[src/rtl/da_fir_engine.sv]
// Bit-serial distributed-arithmetic 6-tap FIR engine (LUT reader side).
// Ports: clk, rst_n, in_data/in_valid/in_ready, flush, lut_addr/lut_data, y_out/out_valid/out_ready.
module da_fir_engine #(
  parameter int DATA_W = 8,
  parameter int ACC_W  = DATA_W + 6
) (
  input  logic                     clk,
  input  logic                     rst_n,
  input  logic [DATA_W-1:0]        in_data,
  input  logic                     in_valid,
  output logic                     in_ready,
  input  logic                     flush,
  output logic [5:0]               lut_addr,
  input  logic [5:0]               lut_data,
  output logic signed [ACC_W-1:0]  y_out,
  output logic                     out_valid,
  input  logic                     out_ready
);

  localparam int CNT_W = (DATA_W > 1) ? $clog2(DATA_W) : 1;
  localparam logic [CNT_W-1:0] LAST = CNT_W'(DATA_W - 1);

  typedef enum logic [1:0] {
    S_IDLE,
    S_RUN,
    S_DONE
  } state_t;

  state_t                   state;
  logic [DATA_W-1:0]        taps [6];
  logic signed [ACC_W-1:0]  acc;
  logic [CNT_W-1:0]         bit_cnt;
  logic signed [ACC_W-1:0]  slice_sh;

  assign in_ready  = (state == S_IDLE);
  assign out_valid = (state == S_DONE);

  always_comb begin
    lut_addr = '0;
    if (state == S_RUN) begin
      for (int k = 0; k < 6; k++) begin
        lut_addr[k] = taps[k][bit_cnt];
      end
    end
  end

  // partial sum weighted by the current bit position
  assign slice_sh =
    {{(ACC_W-6){lut_data[5]}}, lut_data} <<< bit_cnt;

  always_ff @(posedge clk or negedge rst_n) begin
    if (!rst_n) begin
      state   <= S_IDLE;
      acc     <= '0;
      bit_cnt <= '0;
      y_out   <= '0;
      for (int k = 0; k < 6; k++) begin
        taps[k] <= '0;
      end
    end else begin
      unique case (state)
        S_IDLE: begin
          if (flush) begin
            for (int k = 0; k < 6; k++) begin
              taps[k] <= '0;
            end
          end else if (in_valid) begin
            for (int k = 5; k > 0; k--) begin
              taps[k] <= taps[k-1];
            end
            taps[0] <= in_data;
            acc     <= '0;
            bit_cnt <= '0;
            state   <= S_RUN;
          end
        end
        S_RUN: begin
          if (bit_cnt == LAST) begin
            // sign slice carries negative weight
            y_out   <= acc - slice_sh;
            bit_cnt <= '0;
            state   <= S_DONE;
          end else begin
            acc     <= acc + slice_sh;
            bit_cnt <= bit_cnt + 1'b1;
          end
        end
        S_DONE: begin
          if (out_ready) begin
            state <= S_IDLE;
          end
        end
        default: state <= S_IDLE;
      endcase
    end
  end

endmodule

[config.mk]
export PLATFORM = sky130hd
export DESIGN_NAME = da_fir_engine
export DESIGN_NICKNAME = d
export VERILOG_FILES = /design/src/rtl/da_fir_engine.sv
export SDC_FILE = /design/constraint.sdc
export NUM_CORES = 1
export LEC_CHECK = 0
export ABC_AREA = 1
export CAP_MARGIN = 20
export CORE_MARGIN = 3
export CORE_UTILIZATION = 55
export DETAILED_ROUTE_END_ITERATION = 16
export PLACE_DENSITY_LB_ADDON = 0.3
export SYNTH_ARGS = -nofsm -noshare
export SYNTH_HDL_FRONTEND = slang
export SYNTH_SLANG_ARGS = --single-unit
[constraint.sdc]
create_clock -name clk -period 2.9 [get_ports clk]
set_input_delay 0.435 -clock clk [delete_from_list [all_inputs] [get_ports clk]]
set_output_delay 0.435 -clock clk [all_outputs]
set_load 0.02 [all_outputs]
After elaboration in Yosys (flattened, before gate mapping). Index checks and enable logic that the tools add are counted.

Input port bits: 19. Output and inout bits: 22. Bits in registers: 81. Word-level logic and storage cells: 59.

Multiplexer cells: 28. $lt $le $gt $ge: 1. Equality and inequality tests: 8. Add/subtract/negate cells: 3. Shift-type cells: 1. Reductions and logical operators: 8.

Operator list (count): $mux 48 (2); $mux 14 (3); $pmux 14 s2 (1); $bmux 1 s3 (6); $add 14x14->14 (1); $sshl 14x3->14 (1); $sub 14x14->14 (1); $mux 3 (3); $mux 2 (4); $reduce_and 4->1 (2); $mux 1 (6); $mux 6 (1); $ne 2x2->1 const B (3); $pmux 2 s3 (1); $pmux 3 s2 (1); $lt 3x4->1 const B (1); $ne 2x1->1 const B (2); $reduce_and 2->1 (2); $reduce_bool 2->1 (2); $add 3x1->3 const B (1); $eq 3x3->1 const B (1); $reduce_and 3->1 (1); $eq 2x1->1 const B (1); $eq 2x2->1 const B (1); $logic_not 2->1 (1).

Depth between registers and ports, before layout.
Depth in word-level cells: 4. Gate-level depth with buffers: 19. Gate-level depth less buffers: 18.

Least setup slack after synthesis. No wires, ideal clock.

Path kind: reg2reg. Start point: register bit_cnt[2]. End point: register y_out[8]. Required time: 2.777 ns. Buffers on the path: 2. Stages on the path, launching flop included: 12. Clock period less this slack: 2.343 ns. Library setup time: 0.123 ns. Setup slack: 0.557 ns. Data arrival time: 2.220 ns. Cells stage by stage: dfrtp_1 > buf_2 > clkbuf_1 > nor3_1 > ha_1 > inv_1 > fa_1 > nand3_1 > nand2_1 > a21oi_1 > xor2_1 > o21ai_1.

Word-level cells in the longest chain between the ends: 2. Elaborated cells on any way between the ends: 4. Classes of those cells: add/sub (1); eq/ne (1); shift (1); reduce/logical (1).

Ends and longest elaborated chain: start: declaration (RTL line 32) `logic [CNT_W-1:0] bit_cnt;`; start signal: assignment (RTL line 85) `bit_cnt <= bit_cnt + 1'b1;`; $sshl 14x3->14 or $eq 3x3->1 (tied branches) (RTL line 49, 78); $sub 14x14->14 or $reduce_and 2->1 (tied branches); end signal: assignment (RTL line 80) `y_out <= acc - slice_sh;`; end: declaration (RTL line 15) `output logic signed [ACC_W-1:0] y_out,`.

Several ways; a longest one is shown, not always the timed one. A chain may end at the register's enable or synchronous reset.

Worst setup path in the final report.
Start point: input port lut_data[5]. End point: register acc[12].

Word-level cells in the longest chain between the ends: 4.

Ends and longest elaborated chain: start: declaration (RTL line 14) `input logic [5:0] lut_data,`; $sshl 14x3->14 (RTL line 49) `{{(ACC_W-6){lut_data[5]}}, lut_data} <<< bit_cnt;`; $add 14x14->14 (RTL line 84) `acc <= acc + slice_sh;`; $mux 14 (RTL line 78) `if (bit_cnt == LAST) begin`; $pmux 14 s2 (RTL line 61) `unique case (state)`; end signal: assignment (RTL line 84); end: declaration (RTL line 31) `logic signed [ACC_W-1:0] acc;`.

No other way between the ends. The select of a mux whose other input is x is not followed.

==> metrics.md <==
| Metric | Value |
|---|---|
| Status | completed |
| Setup repair after global routing missed its margin | no |
| Clock transition at the registers of the reported paths | ~0.10 ns |
| Largest family of logic cells by synthesized area | simple AND/OR/NAND/NOR gates |
| Cell type with the highest occurrence count on the critical path | sky130_fd_sc_hd__nand2_1 |
| Net Count, Synth | about 770 |
| Met3 usage | under 10% |
| Stage delay of the slowest cell on the critical path | 0.43 ns |
| Crit Path Max Fanout | 6 |
| Total routed wirelength | approximately 14000 microns |
| Area delta synth->final | 18.46% |
| Core Region | 0.008934 sq mm |
| Inserted Clock Buffers | 9 |
| Post-route cell area | slightly above 0.006 sq mm |
| Share of flip-flops with an asynchronous set or reset | 100.0% |
| Met1 usage in global routing | a little over a third |
| Fill cell total of the finished layout | 752 |
| Synth Flop Type | sky130_fd_sc_hd__dfrtp_1 |
| CTS max path bufs | 2 |
| Total via count in the routed design | between 4k and 5k |
| Placement-stage worst setup slack | -0.1379 ns |
| Average size of a mapped cell | just over 7 sq um |
| First-pass iteration count of the detailed router | 5 |
| Fin. Hold Viols | 0 |
| Die boundary width | 103.1 microns |
| # DRC | 0 |
| NumNets Final | just over 800 |
| Crit Path Class | input port to register |
| Worst min-delay path class | input port to asynchronous set/reset pin |
| Area share of and/or/nand/nor cells after synthesis | about 23% |
| Warnings from Yosys | 0 |
| Post-Syn Instances | 715 |
| Most used standard cell by instance count after synthesis | sky130_fd_sc_hd__nand2_1 |
| First element of the critical path | lut_data[5] |
| Ports | 41 |
| Flop-to-flop setup slack | 0.34 ns |
| Latest clock arrival within the worst-skew pair | around 0.36 ns |
| Setup slack after layout | 0.2718 ns |
| Met2 Use GR | 46.82% |
| Count of flip-flops with a built-in enable after synthesis | 0 |
| Placement Cell Area | between 0.005 and 0.006 sq mm |
| Complex-gate fraction of the synthesized area | between 15 and 20% |
| Area share of the largest cell type after synthesis | between 30% and 40% |
| Sum of negative setup slack | 0 ns |
| Worst r2r src | bit_cnt[0]$_DFFE_PN0P_ |
| Max H-tree Level | 3 |
| Slowest library cell on the worst path | sky130_fd_sc_hd__clkdlybuf4s50_1 |
| Detailed placer's ending HPWL | between 9000 and 10000 microns |
| Worst vdd ir | between 0.5 and 0.6 mV |
| Clock Sink Count | between 80 and 90 |
| Largest cells by area after synthesis | sky130_fd_sc_hd__dfrtp_1 (39%), sky130_fd_sc_hd__nand2_1 (12%), sky130_fd_sc_hd__inv_1 (8.2%) |
| Vias in the first global route | a little under 5k |
| Worst reg2reg path depth | 15 |
| Relative slew slack | between 60% and 70% |
| WL/cell | between 15 and 20 microns |
| Actual slew at the worst max-slew pin | approximately 0.53 ns |
| Initial antenna violation count | 0 |
| Antenna viol nets, final | 0 |
| Setup crit end kind | register |
| Mean number of vias per cell | between 5 and 6 |
| Final critical delay including setup and external delays | ~2.6 ns |
| Highest achievable clock rate | between 300 and 400 MHz |
| Global-route layer with the greatest usage | met2 |
| Starting utilization of the core area | a little under 60% |
| Final hold slack | 0.04250 ns |
| Area share of fa/ha/maj cells after synthesis | approximately 8% |
| Post-synth top cells | sky130_fd_sc_hd__nand2_1 (172), sky130_fd_sc_hd__inv_1 (113), sky130_fd_sc_hd__dfrtp_1 (81) |
| Area of the mapped netlist | 0.005184 sq mm |
| Number of library cell types mapped by synthesis | 34 |
| IO buf count | 40 |
| CP startpoint kind | input port |
| Wire length of the first global-routing pass | 22670 microns |
| Static Leakage | approximately 3.2 nW |
| Maximum number of pins on one net before global-route repair | 45 |
| CTS tree | yes |
| Data required, critical path | between 3 and 4 ns |
| Yosys reg bits | 81 |
| RD Place Congestion | between 0.8 and 0.9 |
| Starting DRT DRC Count | approximately 270 |
| Master cell of the clock root buffer | sky130_fd_sc_hd__clkbuf_8 |
| Proportion of layout cells with a drive suffix above 1 | under 10% |
| Overall power of the completed layout | slightly above 8 mW |
| Final count of pins violating max slew | 0 |
| Congestion Overflow GR | 0 |
| Arrival time at the worst endpoint | ~2.9 ns |
| Die Y | a little over 100 microns |
| Die area | 0.01063 sq mm |
| Row Count | 34 |
| Cells along the critical path | clkdlybuf4s50_1 > inv_1 > buf_4 > nor2_1 > inv_1 > o21ai_0 > o21ai_1 > ha_1 > buf_4 > nor2_1 > nand2_1 > nor2_1 > nand2_1 > nand3_1 > nand2_1 > nand3_1 > nand2_1 |
| GRT Overall Usage | between 20% and 30% |
| Portion of the clock cycle consumed by the worst path in the final layout | around 91% |
| Fraction of the yosys area taken by sequential cells | 39.10% |
| Xor and xnor area share after synthesis | under 10% |
| Number of maximum-capacitance violations | 0 |
| Cell taking the most area after synthesis | sky130_fd_sc_hd__dfrtp_1 |
| Buffers inserted during post-CTS setup optimization | 0 |
| Clock skew | between 0.01 and 0.015 ns |
| Pwr Density | 1349 mW/mm^2 |
| Number of failing setup endpoints in the final timing report | 0 |
| Total inserted antenna cells | 0 |
| Destination of the critical timing path | acc[12]$_DFFE_PN0P_ |
| Multiplexer share of the synthesized area | 0% |
| RR Endpoint | acc[12]$_DFFE_PN0P_ |
## worst min path at each step
stage / to / slack, ns / depth (start not counted)
after floorplan: acc[0]$_DFFE_PN0P_ / 0.14 / 0
after global placement: y_out[8]$_DFFE_PN0P_ / 0.44 / 1
after detailed placement: y_out[4]$_DFFE_PN0P_ / 0.45 / 1
after CTS: y_out[10]$_DFFE_PN0P_ / 0.06 / 1
after global routing: y_out[4]$_DFFE_PN0P_ / 0.08 / 1
final: y_out[10]$_DFFE_PN0P_ / 0.04 / 1
## worst max-delay path, delay by kind of cell
kind,cells,cell delay (ns)
simple gates,9,0.73
fa+ha+maj,1,0.36
buf+inv,5,0.96
compound gates,2,0.36
## area by class of cell
class	count	area [sq um]	share of cell area [%]
Timing Repair Buffer	82	732.0	11.92
Clock buffer	10	137.6	2.241
Multi-Input combinational cell	483	2565	41.77
Inverter	118	445.4	7.253
Tap cell	108	135.1	2.200
Clock inverter	6	97.59	1.589
Sequential cell	81	2028	33.03
## kinds of logic after synthesis
group                      count (synthesis)
AOI/OAI and AO/OA                        167
DFF                                       81
and+or+nand+nor                          278
xor gates and xnor gates                   7
buffers and inverters                    151
adders and majority gates                 31
## state kept, by name (all words and copies together), names as in the netlist
signal   flops
acc         14
bit_cnt      3
state        2
taps        48
y_out       14
## repair_timing
item                       CTS  global route
gates resized for setup      1            16
hold buffers                 0             0
pin swaps                    0             1
setup endpoints to repair    6            16
## metrics by stage
stage               utilization (%)  cells
floorplan                         -    715
global placement              65.74    872
detailed placement            65.74    872
CTS                           68.39    888
global route                  68.74    888
finish                        68.74    888
## cell usage in the layout, fill, tap and decap left out, types with 4 or more instances in the layout
cell type / instances
sky130_fd_sc_hd__clkdlybuf4s50_1: 33
sky130_fd_sc_hd__ha_1: 26
sky130_fd_sc_hd__nand2_1: 172
sky130_fd_sc_hd__dfrtp_1: 80
sky130_fd_sc_hd__o21ai_0: 59
sky130_fd_sc_hd__clkbuf_8: 10
sky130_fd_sc_hd__inv_1: 112
sky130_fd_sc_hd__buf_4: 42
sky130_fd_sc_hd__xor2_1: 6
sky130_fd_sc_hd__nand3_1: 49
sky130_fd_sc_hd__nor2_1: 36
sky130_fd_sc_hd__o21ai_1: 13
sky130_fd_sc_hd__a31oi_1: 6
sky130_fd_sc_hd__dlymetal6s2s_1: 6
sky130_fd_sc_hd__inv_2: 4
sky130_fd_sc_hd__o21bai_1: 4
sky130_fd_sc_hd__nand4_1: 7
sky130_fd_sc_hd__a21oi_1: 44
sky130_fd_sc_hd__o22ai_1: 36
## report_power, final
part | total, mW | internal, mW | switching, mW
Combinational | 5.61 | 2.18 | 3.42
Clock | 0.986 | 0.521 | 0.465
Sequential | 1.69 | 1.47 | 0.221
## routing by layer
metal  vias to the layer above  part of all wire [%]
met5                         -                     0
met3                        26                   5.3
li1                       2438                     -
met4                         0                   2.4
met1                      2316                    42
met2                       165                    50
Note: power is estimated with default switching activity, not from simulation.
